===== src/rtl/perf_cnt_ctrl.sv =====
// Performance-counter controller: cycle/instruction measurement windows driven by ID-stage decoder signals.
// Optional feature macro PERF_SAT_EN: counters saturate at max instead of wrapping.
module perf_cnt_ctrl #(
    parameter int WIDTH = 32
) (
    input  logic             clk,
    input  logic             rst,
    input  logic             id_valid,
    input  logic             str_ccnt,
    input  logic             str_icnt,
    input  logic             stp_cnt,
    input  logic             inc_instr,
    input  logic             clr,
    output logic             busy,
    output logic             done,
    output logic [WIDTH-1:0] cycle_cnt,
    output logic [WIDTH-1:0] instr_cnt,
    output logic             ovf
);

    typedef enum logic [1:0] {IDLE, CCNT, ICNT, DONE} state_t;

    state_t           state;
    logic             stp;
    logic             start_c;
    logic             start_i;
    logic             inc;
    logic             cycle_hit;
    logic             instr_hit;
    logic [WIDTH-1:0] cycle_next;
    logic [WIDTH-1:0] instr_next;

    // Commands only count for real ID slots; stop outranks cycle start, which outranks instr start.
    assign stp     = id_valid & stp_cnt;
    assign start_c = id_valid & str_ccnt & ~stp_cnt;
    assign start_i = id_valid & str_icnt & ~stp_cnt & ~str_ccnt;
    assign inc     = id_valid & inc_instr;

    assign cycle_hit = &cycle_cnt;
    assign instr_hit = &instr_cnt;

`ifdef PERF_SAT_EN
    assign cycle_next = cycle_hit ? cycle_cnt : cycle_cnt + WIDTH'(1);
    assign instr_next = instr_hit ? instr_cnt : instr_cnt + WIDTH'(1);
`else
    assign cycle_next = cycle_cnt + WIDTH'(1);
    assign instr_next = instr_cnt + WIDTH'(1);
`endif

    always_ff @(posedge clk or posedge rst) begin
        if (rst) begin
            state     <= IDLE;
            busy      <= 1'b0;
            done      <= 1'b0;
            cycle_cnt <= '0;
            instr_cnt <= '0;
            ovf       <= 1'b0;
        end else begin
            done <= 1'b0;
            case (state)
                IDLE, DONE: begin
                    if (start_c) begin
                        state     <= CCNT;
                        busy      <= 1'b1;
                        cycle_cnt <= '0;
                    end else if (start_i) begin
                        state     <= ICNT;
                        busy      <= 1'b1;
                        instr_cnt <= '0;
                    end
                end
                CCNT: begin
                    // The cycle counter advances on every edge spent in CCNT, even the leaving one.
                    if (start_c) begin
                        cycle_cnt <= '0;
                    end else begin
                        cycle_cnt <= cycle_next;
                        if (cycle_hit) ovf <= 1'b1;
                    end
                    if (stp) begin
                        state <= DONE;
                        busy  <= 1'b0;
                        done  <= 1'b1;
                    end else if (start_i) begin
                        state     <= ICNT;
                        instr_cnt <= '0;
                    end
                end
                ICNT: begin
                    if (start_i) begin
                        instr_cnt <= WIDTH'(inc);
                    end else if (inc) begin
                        instr_cnt <= instr_next;
                        if (instr_hit) ovf <= 1'b1;
                    end
                    if (stp) begin
                        state <= DONE;
                        busy  <= 1'b0;
                        done  <= 1'b1;
                    end else if (start_c) begin
                        state     <= CCNT;
                        cycle_cnt <= '0;
                    end
                end
                default: begin
                    state <= IDLE;
                    busy  <= 1'b0;
                end
            endcase
            // Clear wins over any counter update on the same edge; the state move still happens.
            if (clr) begin
                cycle_cnt <= '0;
                instr_cnt <= '0;
                ovf       <= 1'b0;
            end
        end
    end

endmodule


===== config.mk =====
export PLATFORM = sky130hd
export DESIGN_NAME = perf_cnt_ctrl
export DESIGN_NICKNAME = d
export VERILOG_FILES = /design/src/rtl/perf_cnt_ctrl.sv
export SDC_FILE = /design/constraint.sdc
export NUM_CORES = 1
export LEC_CHECK = 0
export ABC_AREA = 1
export CAP_MARGIN = 10
export CORE_AREA = 2 2 91 93
export DETAILED_ROUTE_END_ITERATION = 16
export DIE_AREA = 0 0 93 95
export DONT_BUFFER_PORTS = 1
export HOLD_SLACK_MARGIN = 0.05
export PLACE_DENSITY = 0.75
export SLEW_MARGIN = 20
export SYNTH_ARGS = -nofsm -noshare
export SYNTH_HDL_FRONTEND = slang
export SYNTH_SLANG_ARGS = --single-unit

===== constraint.sdc =====
create_clock -name clk -period 4 [get_ports clk]
set_input_delay 0.4 -clock clk [delete_from_list [all_inputs] [get_ports clk]]
set_output_delay 0.4 -clock clk [all_outputs]
set_load 0.005 [all_outputs]

==> flow_metrics.env <==
export IMPL_outcome="finished, final reports clean"
export IMPL_die_y_um=95
export IMPL_numCtsBuffers=9
export IMPL_cts_max_level=3
export IMPL_clk_pin_slew_worst_paths_ns=0.08
export IMPL_top_layer="met4"
export IMPL_finalHoldViolations=0
export IMPL_routabilityCongestion=1.01
export IMPL_start_util_pct=54.7
export IMPL_wirelength_mm=11.2
export IMPL_antenna_left=0
export IMPL_cap_violations=0
export IMPL_coreArea_um2=7930
export IMPL_antenna_found_initial=0
export IMPL_grt_pass1_vias=3953
export IMPL_dr_pass1_iters=5
export IMPL_insertion_delay_ns=0.36
export IMPL_fin_area_um2=4610
export IMPL_dieWidth_um=93
export IMPL_powerDensity_nw_per_um2=363
export IMPL_power_leakage_nw=2.01
export IMPL_cp_max_fo=42
export IMPL_clock_sinks=69
export IMPL_final_common_cell="nand2_1"
export IMPL_drcViolationCount=0
export IMPL_cts_setup_buffers=0
export IMPL_synth_seq_cells=69
export IMPL_skew_ns=0.0103
export IMPL_cp_end_kind="flip-flop"
export IMPL_clock_path_buffers=2
export IMPL_netlist_area_um2=4340
export IMPL_drv_slew=0
export IMPL_n_antenna_cell=0
export IMPL_grt_usage_pct=26.3
export IMPL_viasPerCell=5.56
export IMPL_ctsHoldBuffers=0
export IMPL_synth_area_top_cells="dfrtp_1 40%, nand2_1 13%, nor2_1 9.6%, inv_1 8.0%, nand3_1 5.3%"
export IMPL_synth_nets=642
export IMPL_synthDistinctLibCells=36
export IMPL_post_cts_resized=0
export IMPL_setup_tns_ns=0
export IMPL_critPathMaxStageDelay_ns=0.56
export IMPL_tightest_slew_ns=0.875
export IMPL_routed_wl_met2_mm=5.74
export IMPL_hold_class="input port to async pin"
export IMPL_fin_crit_ns=2.31
export IMPL_start_kind="flip-flop"
export IMPL_grt_pass1_wl_mm=18.5
export IMPL_met3_length_um=858
export IMPL_dp_cells=726
export IMPL_wl_met1_mm=4.37
export IMPL_overflow=0
export IMPL_yosysTopAreaCell="dfrtp_1"
export IMPL_cts_tree="yes"
export IMPL_drt_iter0_markers=237
export IMPL_rsz0062_at_grt="false"
export IMPL_die_area_um2=8840
export IMPL_num_vias=4128
export IMPL_drive_above_1_share_pct=7.06
export IMPL_cp_cell_sequence="inv_1 -> ha_1 -> nand4_1 -> nand3_1 -> nand2_2 -> inv_2 -> o21ai_0 -> nand2_1 -> nor2_1"
export IMPL_period_share_pct=57.8
export IMPL_postSynthAreaPerCell_um2=6.89
export IMPL_final_cell_mix="149 x nand2_1, 111 x nor2_1, 91 x inv_1"
export IMPL_critPathSlowestCell="nand2_2"
export IMPL_areaGrowthSynthToFinish_pct=6.26
export IMPL_pin_count=75
export IMPL_rrSetupSlack_ns=1.69
export IMPL_crit_required_ns=4.29
export IMPL_critPathKind="flip-flop to flip-flop"
export IMPL_grt_max_degree=50
export IMPL_port_buffers=0
export IMPL_synth_cells=630
export IMPL_cts_root_buf="clkbuf_8"
export IMPL_fp_row_count=33
export IMPL_dpl_hpwl_mm=8.18
export IMPL_final_cells=742
export IMPL_dpl_cell_area_um2=4400
export IMPL_setup_viol=0
export IMPL_drt_wirelength_per_cell_um=15.0
export IMPL_synth_top_area_share_pct=39.8
export IMPL_synth_warnings=0
export IMPL_vdd_drop_max_v=0.000184
export IMPL_dp_slack_ns=1.75
export IMPL_relSlewSlack_pct=41.6
export IMPL_max_freq_mhz=433
export IMPL_cp_arrival_ns=2.60
export IMPL_worst_slack_ns=1.69
export IMPL_nets=644
export IMPL_ys_seq_area_share_pct=39.8
[final cells by class]
cell class / instances / area [um2]
well taps: 105 / 131
clock buffers: 12 / 135
multi-input cells: 453 / 2170
fillers: 761 / 3320
flip-flops and latches: 69 / 1730
inverters: 98 / 369
clock inverters: 4 / 72.6
repair buffers: 1 / 7.51
[metal layers]
layer | track usage (%) | vias up
li1 | - | 2010
met2 | 47.5 | 151
met1 | 29.4 | 1949
met3 | 6.94 | 18
met4 | 10.9 | 0
met5 | 0 | -
[worst max-delay path: cells and delay by family (launching register included)]
family	cells	cell delay, ns
AND/OR/NAND/NOR	5	1.02
adder cells (fa/ha/maj)	1	0.39
flip-flops	1	0.37
buffers and inverters	2	0.26
AO/OA/AOI/OAI	1	0.21
[cells by family (layout without fill, tap and decap cells)]
group	after synthesis	count (layout)	share of synthesized area [%]
fa+ha+maj	4	4	1.15
buf+inv	108	115	10.2
simple gates	370	370	38.5
flops	69	69	39.8
compound gates	75	75	9.52
xor+xnor	4	4	0.808
[through the flow]
stage | total power [mW] | util, % | hold WS (ns)
floorplan | 1.01 | - | 0.463
global placement | 1.04 | 55.5 | 0.465
detailed placement | 1.06 | 55.5 | 0.467
CTS | 1.68 | 58.1 | 0.0985
global route | 1.75 | 58.1 | 0.0960
finish | 1.67 | 58.1 | 0.0822
[power by group]
part	leakage [nW]	switching [mW]	internal [mW]
clock	0.101	0.273	0.351
sequential	0.956	0.0379	0.731
combinational	0.958	0.196	0.0859
[cells in the mapped netlist, drive strengths merged]
cell type,count
inv,98
nand2,154
o21bai,3
nand3,52
o221ai,2
nor4,1
nand3b,5
nor3,21
a22o,1
ha,4
xor2,4
clkbuf,2
nand4,15
a21oi,34
nor3b,3
and3,1
nor2,118
buf,8
a31oi,3
o21ai,32
dfrtp,69
[flip-flops by register name, indices dropped and copies added, names as in the netlist]
| register | cells |
|---|---|
| cycle_cnt | 32 |
| instr_cnt | 32 |
| state | 2 |
| busy | 1 |
| done | 1 |
| ovf | 1 |
[final timing paths]
path,from,cells past startpoint,end
min in group clk,clr,1,ovf
max in group asynchronous,rst,2,cycle_cnt[15]
min,rst,1,instr_cnt[6]
max,state[0],9,instr_cnt[8]
min reg2reg,ovf,2,ovf
max reg2reg,state[0],9,instr_cnt[8]
No activity file was read; power rests on OpenSTA's default activity.
